[src/rtl/multicycle_addsub.sv]
// Multi-cycle two's-complement adder/subtractor: WIDTH-bit operation, SLICE bits per clock
// through one registered carry, with start/busy/done handshake and carry/overflow/zero flags.
module multicycle_addsub #(
  parameter int WIDTH = 16,
  parameter int SLICE = 4
) (
  input  logic             clk,
  input  logic             reset,
  input  logic             start,
  input  logic             sub,
  input  logic [WIDTH-1:0] a,
  input  logic [WIDTH-1:0] b,
  output logic             busy,
  output logic             done,
  output logic [WIDTH-1:0] sum,
  output logic             carryout,
  output logic             overflow,
  output logic             zero
);

  localparam int N  = WIDTH / SLICE;
  localparam int CW = $clog2(N + 1);

  typedef enum logic {
    IDLE,
    RUN
  } state_t;

  state_t           state_q, state_d;
  logic [WIDTH-1:0] a_reg, b_reg, work, work_next;
  logic             carry;
  logic [CW-1:0]    k;
  logic             last;
  logic [SLICE-1:0] sa, sb;
  logic [SLICE:0]   slice_sum;
  logic             cin_msb;

  // Slice mux/demux uses constant part-selects compared against k.
  always_comb begin
    sa        = '0;
    sb        = '0;
    work_next = work;
    for (int unsigned i = 0; i < N; i++) begin
      if (k == CW'(i)) begin
        sa = a_reg[i*SLICE +: SLICE];
        sb = b_reg[i*SLICE +: SLICE];
      end
    end
    slice_sum = {1'b0, sa} + {1'b0, sb} + {{SLICE{1'b0}}, carry};
    for (int unsigned i = 0; i < N; i++) begin
      if (k == CW'(i)) work_next[i*SLICE +: SLICE] = slice_sum[SLICE-1:0];
    end
  end

  // Carry into the slice MSB recovered from the MSB sum bit and its two operand bits.
  assign cin_msb = slice_sum[SLICE-1] ^ sa[SLICE-1] ^ sb[SLICE-1];
  assign last    = (k == CW'(N - 1));
  assign busy    = (state_q == RUN);

  always_comb begin
    state_d = state_q;
    unique case (state_q)
      IDLE:    if (start) state_d = RUN;
      RUN:     if (last)  state_d = IDLE;
      default: state_d = IDLE;
    endcase
  end

  always_ff @(posedge clk) begin
    if (reset) state_q <= IDLE;
    else       state_q <= state_d;
  end

  always_ff @(posedge clk) begin
    if (reset) begin
      a_reg    <= '0;
      b_reg    <= '0;
      work     <= '0;
      carry    <= 1'b0;
      k        <= '0;
      done     <= 1'b0;
      sum      <= '0;
      carryout <= 1'b0;
      overflow <= 1'b0;
      zero     <= 1'b0;
    end else begin
      done <= 1'b0;
      unique case (state_q)
        IDLE: begin
          if (start) begin
            a_reg <= a;
            b_reg <= b ^ {WIDTH{sub}};
            carry <= sub;
            k     <= '0;
            work  <= '0;
          end
        end
        RUN: begin
          work  <= work_next;
          carry <= slice_sum[SLICE];
          k     <= k + 1'b1;
          if (last) begin
            sum      <= work_next;
            carryout <= slice_sum[SLICE];
            overflow <= cin_msb ^ slice_sum[SLICE];
            zero     <= (work_next == '0);
            done     <= 1'b1;
          end
        end
        default: ;
      endcase
    end
  end

endmodule

[config.mk]
export PLATFORM = sky130hd
export DESIGN_NAME = multicycle_addsub
export DESIGN_NICKNAME = d
export VERILOG_FILES = /design/src/rtl/multicycle_addsub.sv
export SDC_FILE = /design/constraint.sdc
export NUM_CORES = 1
export LEC_CHECK = 0
export ABC_AREA = 1
export CAP_MARGIN = 20
export CELL_PAD_IN_SITES_DETAIL_PLACEMENT = 1
export CELL_PAD_IN_SITES_GLOBAL_PLACEMENT = 1
export CORE_UTILIZATION = 38
export DETAILED_ROUTE_END_ITERATION = 10
export GPL_TIMING_DRIVEN = 0
export PLACE_DENSITY_LB_ADDON = 0.3
export SLEW_MARGIN = 10
export SYNTH_ARGS = -nofsm -noshare
export SYNTH_HDL_FRONTEND = slang
export SYNTH_SLANG_ARGS = --single-unit
[constraint.sdc]
create_clock -name clk -period 3.7 [get_ports clk]
set_input_delay 1.11 -clock clk [delete_from_list [all_inputs] [get_ports clk]]
set_output_delay 1.11 -clock clk [all_outputs]
set_load 0.03 [all_outputs]
== After elaboration in Yosys (flattened, before gate mapping) ==
Index checks and enable logic that the tools add are counted.

* Register bits after elaboration: 73
* Input port bits: 36
* Output and inout bits: 21
* Word-level logic and storage cells: 50

* $add $sub $neg: 3
* Equal/unequal tests: 4
* Multiplexer cells: 22
* Bitwise logic cells: 5
* Reduce and logical (&&, ||, !) cells: 5

{| class="wikitable"
|+ Operators with widths
! operator !! count
|-
| $mux W4 || 12
|-
| $pmux W16 S2 || 1
|-
| $logic_not A16 Y1 || 1
|-
| $mux W16 || 1
|-
| $xor A16 B16 Y16 || 1
|-
| $eq A3 B2 Y1 const B || 2
|-
| $pmux W3 S2 || 1
|-
| $add A4 B4 Y5 || 1
|-
| $add A5 B1 Y5 || 1
|-
| $mux W1 || 4
|-
| $pmux W1 S2 || 2
|-
| $reduce_and A2 Y1 || 2
|-
| $add A3 B1 Y3 const B || 1
|-
| $eq A3 B1 Y1 const B || 1
|-
| $logic_not A3 Y1 || 1
|-
| $mux W3 || 1
|-
| $xor A1 B1 Y1 || 3
|-
| $ne A2 B2 Y1 const B || 1
|-
| $reduce_or A2 Y1 || 1
|-
| $not A1 Y1 || 1
|}

== Depth between registers and ports, before layout ==
* Depth after elaboration: 10
* Gate-level depth with buffers: 21
* Mapped depth without buffers: 21

== Least setup slack after synthesis ==
Ideal clock, no wire load.

* Path type: register to register
* From: register k[0]
* To: register zero
* Setup time: 112 ps
* Data arrival time: 2739 ps
* Required time: 3588 ps
* Path slack: 849 ps
* Stages on the path, launching flop included: 19
* Buffers on the path: 1
* Clock period less this slack: 2851 ps
* Path through: dfxtp_1 inv_1 ha_1 nand2_4 buf_2 o21ai_0 a31oi_1 o21ai_0 fa_1 inv_1 fa_1 o21ai_0 nor2_1 nand2_1 nor2_1 nand2_1 nor2_1 nand2_1 nand2_1

* Cells in the longest elaborated chain, start to end: 9
* Elaborated cells between the ends (all ways): 20
* Those cells by class: add/sub (2); eq/ne (3); mux (12); reduce/logical (3)

{| class="wikitable"
|+ Ends and longest elaborated chain
! element !! RTL line !! source
|-
| from (decl) || 32 || <nowiki>logic [CW-1:0] k;</nowiki>
|-
| from (signal assigned) || 101 || <nowiki>k <= k + 1'b1;</nowiki>
|-
| $logic_not A3 Y1 || 44, 51 ||
|-
| $mux W4 (4 in a row) || 44 || <nowiki>if (k == CW'(i)) begin</nowiki>
|-
| $add A4 B4 Y5 || 49 || <nowiki>slice_sum = {1'b0, sa} + {1'b0, sb} + {{SLICE{1'b0}}, carry};</nowiki>
|-
| $add A5 B1 Y5 || 49 ||
|-
| $mux W4 || 51 || <nowiki>if (k == CW'(i)) work_next[i*SLICE +: SLICE] = slice_sum[SLICE-1:0];</nowiki>
|-
| $logic_not A16 Y1 || 106 || <nowiki>zero <= (work_next == '0);</nowiki>
|-
| to (signal assigned) || 106 ||
|-
| to (decl) || 18 || <nowiki>output logic zero</nowiki>
|}

Parallel ways exist; a longest one is shown, timed or not.
A chain may end at the register's enable or synchronous reset.

== Worst setup path in the final report ==
* From: register k[0]
* To: register zero

* Elaborated cells between the ends (all ways): 20
* Those cells by class: add/sub (2); eq/ne (3); mux (12); reduce/logical (3)

{| class="wikitable"
|+ RTL lines
! element !! RTL line !! source
|-
| $eq A3 B2 Y1 (*) || 57 || <nowiki>assign last = (k == CW'(N - 1));</nowiki>
|-
| via last || 33 || <nowiki>logic last;</nowiki>
|-
| $mux W4 || 44 ||
|-
| $add A4 B4 Y5 || 49 ||
|-
| $add A5 B1 Y5 || 49 ||
|-
| $mux W4 || 51 ||
|-
| $logic_not A16 Y1 || 106 ||
|}

Mark *: on every way through the listed nets, which the timed path passes. The rest lies on a longest branch.

==> metrics.yaml <==
status:
  outcome: "finished, final reports clean"
floorplan:
  fp.dieW_um: 95.75
  rows: 33
  start_util_pct: 40.04
  dieHeight_um: 95.75
  core_area_um2: 8341
  io_pins: 57
  die_area_um2: 9167
sta:
  slew_headroom_pct: 62.77
  drv_slew: 0
  fin_ws_ps: 280.9
  min_period_ps: 3419
  fin_skew_ps: 11.59
  setup_viol: 0
  max_slew.worst_pin.slew_ps: 558.5
  rsz0062_at_grt: "no"
  min_period_over_period_pct: 92.41
  fmax_mhz: 292.5
  hold_violations: 0
drt:
  via_count: 3213
  via_per_inst: 5.076
  drc: 0
  detail-route-antenna-nets: 0
  first_iter_violations: 86
  routedWlPerCell_um: 14.90
  drt_wl_total_mm: 9.432
  dr.pass1.iters: 4
critical_path:
  slowest_stage: "fa_2"
  crit_chain: "ha_1 > ha_1 > inv_1 > clkbuf_2 > o21ai_0 > o21ai_1 > fa_1 > inv_1 > fa_2 > o21ai_0 > nor3_1 > nand2_1 > nor2_1 > nand2_1 > nor2_1 > nand2_1 > nand2_1"
  cp_max_fo: 10
  crit_path_frequent_cell: "nand2_1"
  worstSetupEndpointType: "flop"
  slowest_delay_ps: 640
  cp.arrival_ps: 3720
  path_class: "flop to flop"
  worst_ep_required_time_ps: 4000
  cp-start-kind: "flop"
min_path:
  hold_path.class: "flop to flop"
synthesis:
  seq_area_frac_synth_pct: 43.16
  yosysWarnings: 0
  syn_area_um2: 3339
  syn-num-nets: 500
  avgSynthCellArea_um2: 7.356
  ys_ff_latch: 72
  synth.distinct_cells: 28
  syn_inst: 454
final_layout:
  final_core_util_pct: 51.01
  layout_common_cells: "nand2_1 (92), dfxtp_1 (71), o21ai_0 (59)"
  syn2layout_area_growth_pct: 27.39
  fillCellCount: 1085
  final-seq-area_um2: 1443
  final_cell_area_um2: 4254
  mostFrequentLayoutCell: "nand2_1"
  antenna_cells: 0
  fin_nets: 569
  multi_input_area_um2: 1657
  layout-drive-gt1-share_pct: 9.091
global_routing:
  antenna_found_initial: 0
  grt_overflow: 0
  grt_pass1_vias: 3269
  grt_pass1_wl_mm: 15.64
  grt_max_degree: 13
  track_usage_pct: 22.65
placed_design:
  hpwlAfterDp_mm: 6.960
  io_buffers: 55
  placed_area_um2: 4021
  place_ws_ps: -95.46
  gp_congestion: 0.8142
clock_tree:
  cts_sinks: 72
  cts.reportedPaths.clkPinSlew_ps: 80
  cts_hold_buf: 0
  cts_root_buf: "clkbuf_8"
  insertion_delay_ps: 350
  cts_tree: "built"
  cts_buffer_depth: 2
  numCtsBuffers: 9
  htree_num_levels: 3
power_and_ir_drop:
  netSwitchingFraction_pct: 30.22
  combPwrFrac_pct: 20.1
  p_per_area_nw_per_um2: 424.9
  power.clock.fraction_pct: 33.8
  switching_power_w: 0.0005462
  total_leakage_power_nw: 1.732
  ir_drop_mv: 0.1961
  p_int_w: 0.001261
  seqPwrFrac_pct: 46.1
job:
  maxCapViolCount: 0
==> final cells by class <==
cell class	instances	share of cell area, %
Buffer	21	2.412
Clock buffer	10	3.000
Clock inverter	6	1.412
Inverter	42	3.765
Multi-Input combinational cell	319	38.94
Sequential cell	72	33.91
Tap cell	105	3.088
Timing Repair Buffer	58	13.47
==> layer usage <==
metal	GRT usage, %	up-vias	routed length (µm)
li1	-	1616	-
met5	0	-	0
met3	4.028	13	253
met4	8.333	0	136
met1	26.34	1528	4184
met2	41.31	56	4858
==> per-stage QoR <==
step                total power [W]  hold WS (ps)  TNS [ps]  cells
floorplan                  0.001069         430.3         0    454
global route               0.001898         489.2         0    633
CTS                        0.001814         466.4         0    630
detailed placement         0.001199         445.6    -95.46    614
finish                     0.001808         459.5         0    633
global placement           0.001187         440.9         0    614
==> synth_stat cells <==
library cell,count,area (µm²)
o22ai_1,4,25.02
a31oi_1,4,25.02
buf_6,1,11.26
nand2_4,1,11.26
ha_1,8,100.1
fa_1,2,40.04
clkbuf_1,9,33.78
inv_2,3,11.26
nor3_1,4,20.02
nor2_1,48,180.2
nand2_2,4,25.02
inv_1,36,135.1
nor2_2,3,18.77
nand3_1,17,85.08
a21oi_1,33,165.2
nand3b_1,1,7.510
buf_1,1,3.750
dfxtp_1,72,1441
buf_4,1,7.510
a22o_1,8,70.07
o21ai_0,61,305.3
o21ai_1,9,45.04
or2_2,3,18.77
inv_4,1,6.260
buf_2,9,45.04
xnor2_1,17,148.9
clkinv_1,2,7.510
nand2_1,92,345.3
==> worst max-delay path, delay by kind of cell, from the launching register on <==
| kind | cells | cell delay [ps] |
|---|---|---|
| adders and majority gates | 4 | 1280 |
| and+or+nand+nor | 7 | 670 |
| AOI/OAI and AO/OA | 3 | 580 |
| buffers and inverters | 3 | 480 |
| DFF | 1 | 360 |
==> worst paths after layout <==
check	startpoint	endpoint	slack, ps	depth (start not counted)
min	sum[13]	sum[13]	460	2
min reg2reg	sum[13]	sum[13]	460	2
max	k[0]	zero	280	17
max reg2reg	k[0]	zero	280	17
==> kinds of logic after synthesis <==
kind of cell               synth area share [%]
DFF                                       43.16
adders and majority gates                 4.196
xor gates and xnor gates                  4.459
buffers and inverters                     7.831
and+or+nand+nor                           21.32
AOI/OAI and AO/OA                         19.03
==> power groups by stage <==
stage	clock (W)	combinational [W]	sequential [W]
2_1_floorplan	0	0.000224	0.000845
4_1_cts	0.000626	0.000356	0.000832
6_report	0.000612	0.000363	0.000833
3_3_place_gp	0	0.000338	0.000848
5_1_grt	0.000652	0.000409	0.000836
3_5_place_dp	0	0.000350	0.000849
==> what timing repair did <==
action	4_1_cts	5_1_grt
gates resized for setup	3	5
setup buffers	0	3
pin swaps	0	1
setup endpoints to repair	1	3
cloned	0	0
Power figures use the tool's default switching activity.
